--- config.mk ---
export PLATFORM = sky130hd
export DESIGN_NAME = serial_pattern_gen
export DESIGN_NICKNAME = d
export VERILOG_FILES = /design/src/rtl/serial_pattern_gen.sv
export SDC_FILE = /design/constraint.sdc
export NUM_CORES = 1
export LEC_CHECK = 0
export CORE_ASPECT_RATIO = 1.25
export CORE_UTILIZATION = 35
export DETAILED_ROUTE_END_ITERATION = 7
export GPL_ROUTABILITY_DRIVEN = 0
export PLACE_DENSITY = 0.54
export SLEW_MARGIN = 30
export SYNTH_ARGS = -nofsm -noshare
export SYNTH_HDL_FRONTEND = slang
export SYNTH_SLANG_ARGS = --single-unit
--- constraint.sdc ---
create_clock -name clock -period 7 [get_ports clock]
set_input_delay 1.05 -clock clock [delete_from_list [all_inputs] [get_ports clock]]
set_output_delay 1.05 -clock clock [all_outputs]
set_load 0.05 [all_outputs]
--- src/rtl/serial_pattern_gen.sv ---
// Serial bit-pattern transmitter: sends pattern[length-1:0] MSB first on w_out,
// one bit per enabled clock, once or looping, with registered status outputs.
module serial_pattern_gen #(
   parameter int MAX_LEN = 16
) (
   input  logic                         clock,
   input  logic                         reset,
   input  logic                         start,
   input  logic [MAX_LEN-1:0]           pattern,
   input  logic [$clog2(MAX_LEN+1)-1:0] length,
   input  logic                         repeat_en,
   input  logic                         enable,
   input  logic                         abort,
   output logic                         w_out,
   output logic                         busy,
   output logic                         done,
   output logic [$clog2(MAX_LEN+1)-1:0] bits_left,
   output logic [1:0]                   state
);

   localparam int LW = $clog2(MAX_LEN+1);

   localparam logic [1:0] IDLE  = 2'b00;
   localparam logic [1:0] SHIFT = 2'b01;
   localparam logic [1:0] DONE  = 2'b10;

   logic [1:0]         state_q,   state_d;
   logic [MAX_LEN-1:0] shreg_q,   shreg_d;
   logic [MAX_LEN-1:0] pat_cap_q, pat_cap_d;
   logic [LW-1:0]      len_cap_q, len_cap_d;
   logic [LW-1:0]      cnt_q,     cnt_d;
   logic               w_out_q,   w_out_d;
   logic               busy_q,    busy_d;
   logic               done_q,    done_d;

   logic [LW-1:0]      len_eff;
   logic [LW-1:0]      shamt;
   logic [MAX_LEN-1:0] pat_aligned;

   // Left-align the field so the current bit is always shreg[MAX_LEN-1];
   // bits above length-1 fall off the top and never reach the line.
   always_comb begin
      len_eff     = (length > LW'(MAX_LEN)) ? LW'(MAX_LEN) : length;
      shamt       = LW'(MAX_LEN) - len_eff;
      pat_aligned = pattern << shamt;
   end

   always_comb begin
      state_d   = state_q;
      shreg_d   = shreg_q;
      pat_cap_d = pat_cap_q;
      len_cap_d = len_cap_q;
      cnt_d     = cnt_q;

      case (state_q)
         IDLE: begin
            if (start && (length != '0)) begin
               shreg_d   = pat_aligned;
               pat_cap_d = pat_aligned;
               len_cap_d = len_eff;
               cnt_d     = len_eff;
               state_d   = SHIFT;
            end
         end
         SHIFT: begin
            if (enable) begin
               if (cnt_q > LW'(1)) begin
                  shreg_d = shreg_q << 1;
                  cnt_d   = cnt_q - LW'(1);
               end else if (repeat_en) begin
                  shreg_d = pat_cap_q;
                  cnt_d   = len_cap_q;
               end else begin
                  shreg_d = '0;
                  cnt_d   = '0;
                  state_d = DONE;
               end
            end
         end
         DONE: begin
            state_d = IDLE;
         end
         default: begin
            shreg_d   = '0;
            pat_cap_d = '0;
            len_cap_d = '0;
            cnt_d     = '0;
            state_d   = IDLE;
         end
      endcase

      if (abort) begin
         shreg_d = '0;
         cnt_d   = '0;
         state_d = IDLE;
      end

      // Outputs are decoded from next state so they land in flops.
      w_out_d = (state_d == SHIFT) ? shreg_d[MAX_LEN-1] : 1'b0;
      busy_d  = (state_d == SHIFT);
      done_d  = (state_d == DONE);
   end

   always_ff @(posedge clock) begin
      if (reset) begin
         state_q   <= IDLE;
         shreg_q   <= '0;
         pat_cap_q <= '0;
         len_cap_q <= '0;
         cnt_q     <= '0;
         w_out_q   <= 1'b0;
         busy_q    <= 1'b0;
         done_q    <= 1'b0;
      end else begin
         state_q   <= state_d;
         shreg_q   <= shreg_d;
         pat_cap_q <= pat_cap_d;
         len_cap_q <= len_cap_d;
         cnt_q     <= cnt_d;
         w_out_q   <= w_out_d;
         busy_q    <= busy_d;
         done_q    <= done_d;
      end
   end

   assign w_out     = w_out_q;
   assign busy      = busy_q;
   assign done      = done_q;
   assign bits_left = cnt_q;
   assign state     = state_q;

endmodule

Word level (Yosys, flattened, before mapping)
Index checks and enable logic that the tools add are counted.

storage, ports and cells
  bits in registers = 47
  input port bits = 27
  output and inout bits = 10
  logic and storage cells = 52

operators by class
  $add $sub $neg = 2
  $lt $le $gt $ge = 2
  equality and inequality tests = 6
  shifts and indexed selects = 1
  multiplexer cells = 21
  bitwise gates (word level) = 3
  reduce and logical (&&, ||, !) cells = 8

operators with widths
  kind                 count
  $mux 16              6
  $pmux 16 s3          1
  $pmux 16 s2          1
  $mux 5               5
  $shl 16x5->16        1
  $pmux 5 s3           1
  $mux 2               5
  $pmux 5 s2           1
  $reduce_or 2->1      3
  $gt 5x1->1 const B   1
  $gt 5x5->1 const B   1
  $reduce_bool 5->1    1
  $sub 5x1->5 const B  1
  $sub 5x5->5 const A  1
  $eq 2x1->1 const B   2
  $eq 2x2->1 const B   2
  $ne 2x2->1 const B   2
  $pmux 2 s2           1
  $not 1->1            3
  $reduce_and 3->1     1
  $logic_not 2->1      1
  $reduce_and 2->1     1
  $logic_and 1x1->1    1

Logic depth before layout (Yosys ltp)
  depth after elaboration = 8
  gate-level depth with buffers = 14
  depth with buffers taken out = 9

Least setup slack after synthesis
Ideal clock, no wire load.

  kind = input to register
  start = input length[4]
  end = register pat_cap_q[15]
  library setup time = 84 ps
  arrival = 3568 ps
  data required time = 6916 ps
  path slack = 3348 ps
  cell stages on the path = 13
  buffers on the path = 5
  path through = buf_6 -> nor2b_2 -> buf_6 -> inv_2 -> buf_2 -> buf_2 -> ha_1 -> buf_6 -> mux2i_1 -> mux4_2 -> o2bb2ai_1 -> or3_4 -> o31ai_2

on the way
  longest elaborated chain between the ends = 6
  elaborated cells on any way between the ends = 10
  those cells by class = 1 x add/sub; 1 x order compare; 1 x eq/ne; 1 x shift; 3 x mux; 3 x reduce/logical

RTL lines
  item                  line  text
  from (decl)           10    input logic [$clog2(MAX_LEN+1)-1:0] length,
  $gt 5x5->1            43    len_eff = (length > LW'(MAX_LEN)) ? LW'(MAX_LEN) : length;
  $mux 5                43
  $sub 5x5->5           44    shamt = LW'(MAX_LEN) - len_eff;
  $shl 16x5->16         45    pat_aligned = pattern << shamt;
  $mux 16               57    if (start && (length != '0)) begin
  $pmux 16 s2           55    case (state_q)
  to (signal assigned)  117   pat_cap_q <= pat_cap_d;
  to (decl)             29    logic [MAX_LEN-1:0] pat_cap_q, pat_cap_d;

Several ways; a longest one is shown, not always the timed one. The select of a mux whose other input is x is not followed.
A chain may end at the register's enable or synchronous reset.

Worst setup path after layout
Ends and elaborated chain as after synthesis.

==> impl_metrics.env <==
export IMPL_dieWidth_microns=87.9
export IMPL_n_antenna_cell=0
export IMPL_hold_slack_ps=453
export IMPL_power_total_mw=0.751
export IMPL_cts_resized=0
export IMPL_slew_headroom=0.382
export IMPL_core_sq_um=8800
export IMPL_regArea_sq_um=941
export IMPL_synth_cell_type_count=64
export IMPL_worst_slew_pin_slew_ps=926
export IMPL_slew_violations=0
export IMPL_status="complete, no violations"
export IMPL_io_buffers=36
export IMPL_avgViaCountPerCell=5.70
export IMPL_yosysTopAreaCell="dfxtp_1"
export IMPL_synth_edff_count=0
export IMPL_synth_nets=424
export IMPL_synth_common_cells="47 x dfxtp_1, 42 x nand2_1, 36 x nor2_1"
export IMPL_wl_mm=8.99
export IMPL_syn_inst=390
export IMPL_power_leakage_nw=1.39
export IMPL_path_class="primary input to flop"
export IMPL_setup_tns_ps=0
export IMPL_io_pins=37
export IMPL_finClkSkew_ps=10.0
export IMPL_overflow=0
export IMPL_clock_latency_ps=310
export IMPL_cp_max_fo=20
export IMPL_cts_root_buffer="clkbuf_8"
export IMPL_grt_max_degree=27
export IMPL_min_period_ps=4970
export IMPL_placed_area_sq_um=3590
export IMPL_synth_area_sq_um=3230
export IMPL_design_area_sq_um=3730
export IMPL_dpl_hpwl_mm=6.38
export IMPL_drt_pass1_iterations=4
export IMPL_antenna_left=0
export IMPL_finalCoreUtilization=0.424
export IMPL_nets=442
export IMPL_yosys_cell_count_top_type="dfxtp_1"
export IMPL_synth_area_leaders="dfxtp_1 29%, a21oi_1 5.3%, mux4_2 4.9%, nand2_1 4.9%, nor2_1 4.2%"
export IMPL_period_share=0.710
export IMPL_initial_utilization=0.367
export IMPL_hold_viol=0
export IMPL_startpoint_type="primary input"
export IMPL_cts_hold_buffers=0
export IMPL_multi_input_area_sq_um=2060
export IMPL_grt_pass1_wl_mm=14.7
export IMPL_htree_levels=2
export IMPL_hold_path_class="flop to flop"
export IMPL_clk_pin_slew_ps=100
export IMPL_ys_async_sr_fraction=0
export IMPL_rows=38
export IMPL_max_cap_viol_count=0
export IMPL_grt_pass1_vias=2743
export IMPL_numCtsBuffers=5
export IMPL_avgRoutedWirePerCell_microns=17.0
export IMPL_p_per_area_nw_per_um2=202
export IMPL_antenna_found_initial=0
export IMPL_ys_flop_type="dfxtp_1"
export IMPL_drc=0
export IMPL_yosysWarningCount=0
export IMPL_critPathRequiredTime_ps=7230
export IMPL_max_freq_ghz=0.201
export IMPL_seq_area_frac_synth=0.291
export IMPL_post_cts_buffers=0
export IMPL_arrival_ps=5210
export IMPL_drive_above_1_share=0.0929
export IMPL_setup_violations=0
export IMPL_synth_top_area_frac=0.291
export IMPL_dieArea_sq_um=9620
export IMPL_via_count=3014
export IMPL_die_h_microns=109
export IMPL_synth_seq_cells=47
export IMPL_fill_cells=877
export IMPL_cp_end_kind="flop"
export IMPL_synth_area_per_cell_sq_um=8.28
export IMPL_drtIter0Drc=238
export IMPL_clkSinkCount=47
export IMPL_grt_total_usage=0.201
export IMPL_rsz0062_at_grt="no"
export IMPL_ir_worst_vdd_mv=0.113
export IMPL_clk_path_buf_depth=2
export IMPL_cts_tree="done"
export IMPL_area_delta_synth_final_pct=15.3
==> worst paths after layout <==
path                            slack, ps     startpoint  cells after the start       endpoint
worst max-delay path                 2030      length[4]                     10  pat_cap_q[15]
worst min-delay path                  450  pat_cap_q[12]                      2  pat_cap_q[12]
worst max register to register       4320       state[1]                      7    shreg_q[12]
worst min register to register        450  pat_cap_q[12]                      2  pat_cap_q[12]
==> cells in the final DEF, fill, tap and decap left out, drive strengths merged, types with 3 or more instances in the layout <==
cell,count
nor2b,5
and3,14
inv,14
a21oi,34
clkbuf,5
o31ai,3
mux4,9
o211ai,3
nand2,42
nor4,4
a22o,5
a32o,3
o21ai,18
nor3,11
nand3b,5
or2,3
o31a,3
a22oi,9
o22ai,9
mux2,3
a31oi,3
nand3,13
ha,7
a211o,3
a32oi,3
nor2,36
nand2b,6
clkdlybuf4s50,36
buf,3
a211oi,5
mux2i,12
a221o,3
dfxtp,47
xnor2,3
==> stage by stage <==
step	cells	setup slack [ps]
2_1_floorplan	390	3350
3_3_place_gp	521	1750
3_5_place_dp	521	1700
4_1_cts	529	2020
5_1_grt	529	1680
6_report	529	2030
==> layer usage <==
metal,GRT usage,share of wire,vias to the layer above
met2,0.321,0.46,89
met4,0.0773,0.024,0
met3,0.0278,0.045,11
met1,0.273,0.47,1441
met5,0,0,-
li1,-,-,1473
==> report_power, final <==
part           internal (mW)  switching, mW  total [mW]
clock network          0.142          0.101       0.243
logic                 0.0861          0.133       0.219
registers              0.281        0.00802       0.289
==> sequential cells by signal (all words and copies together), names as in the netlist <==
name	cells
w_out	1
busy	1
len_cap_q	5
pat_cap_q	16
state	2
done	1
shreg_q	16
bits_left	5
==> worst max-delay path: stages <==
cell	delay, ps
clkdlybuf4s50_1	590
nor2b_2	740
inv_2	350
ha_1	880
mux2_2	330
inv_1	50
mux4_2	500
o2bb2ai_1	140
or3_4	360
o31ai_2	200
==> layout make-up <==
class,count,share of cell area
clock buffer,5,0.0185
inverter,14,0.0141
multi-input combinational,301,0.554
timing repair buffer,39,0.103
tap,120,0.0403
clock inverter,3,0.0181
sequential,47,0.253
==> kinds of logic after synthesis <==
group	Yosys count	synth area share
and+or+nand+nor	146	0.222
AOI/OAI and AO/OA	119	0.256
DFF	47	0.291
buffers and inverters	42	0.0720
muxes	24	0.113
adders and majority gates	7	0.0271
xor gates and xnor gates	5	0.0194
Power figures use the tool's default switching activity.
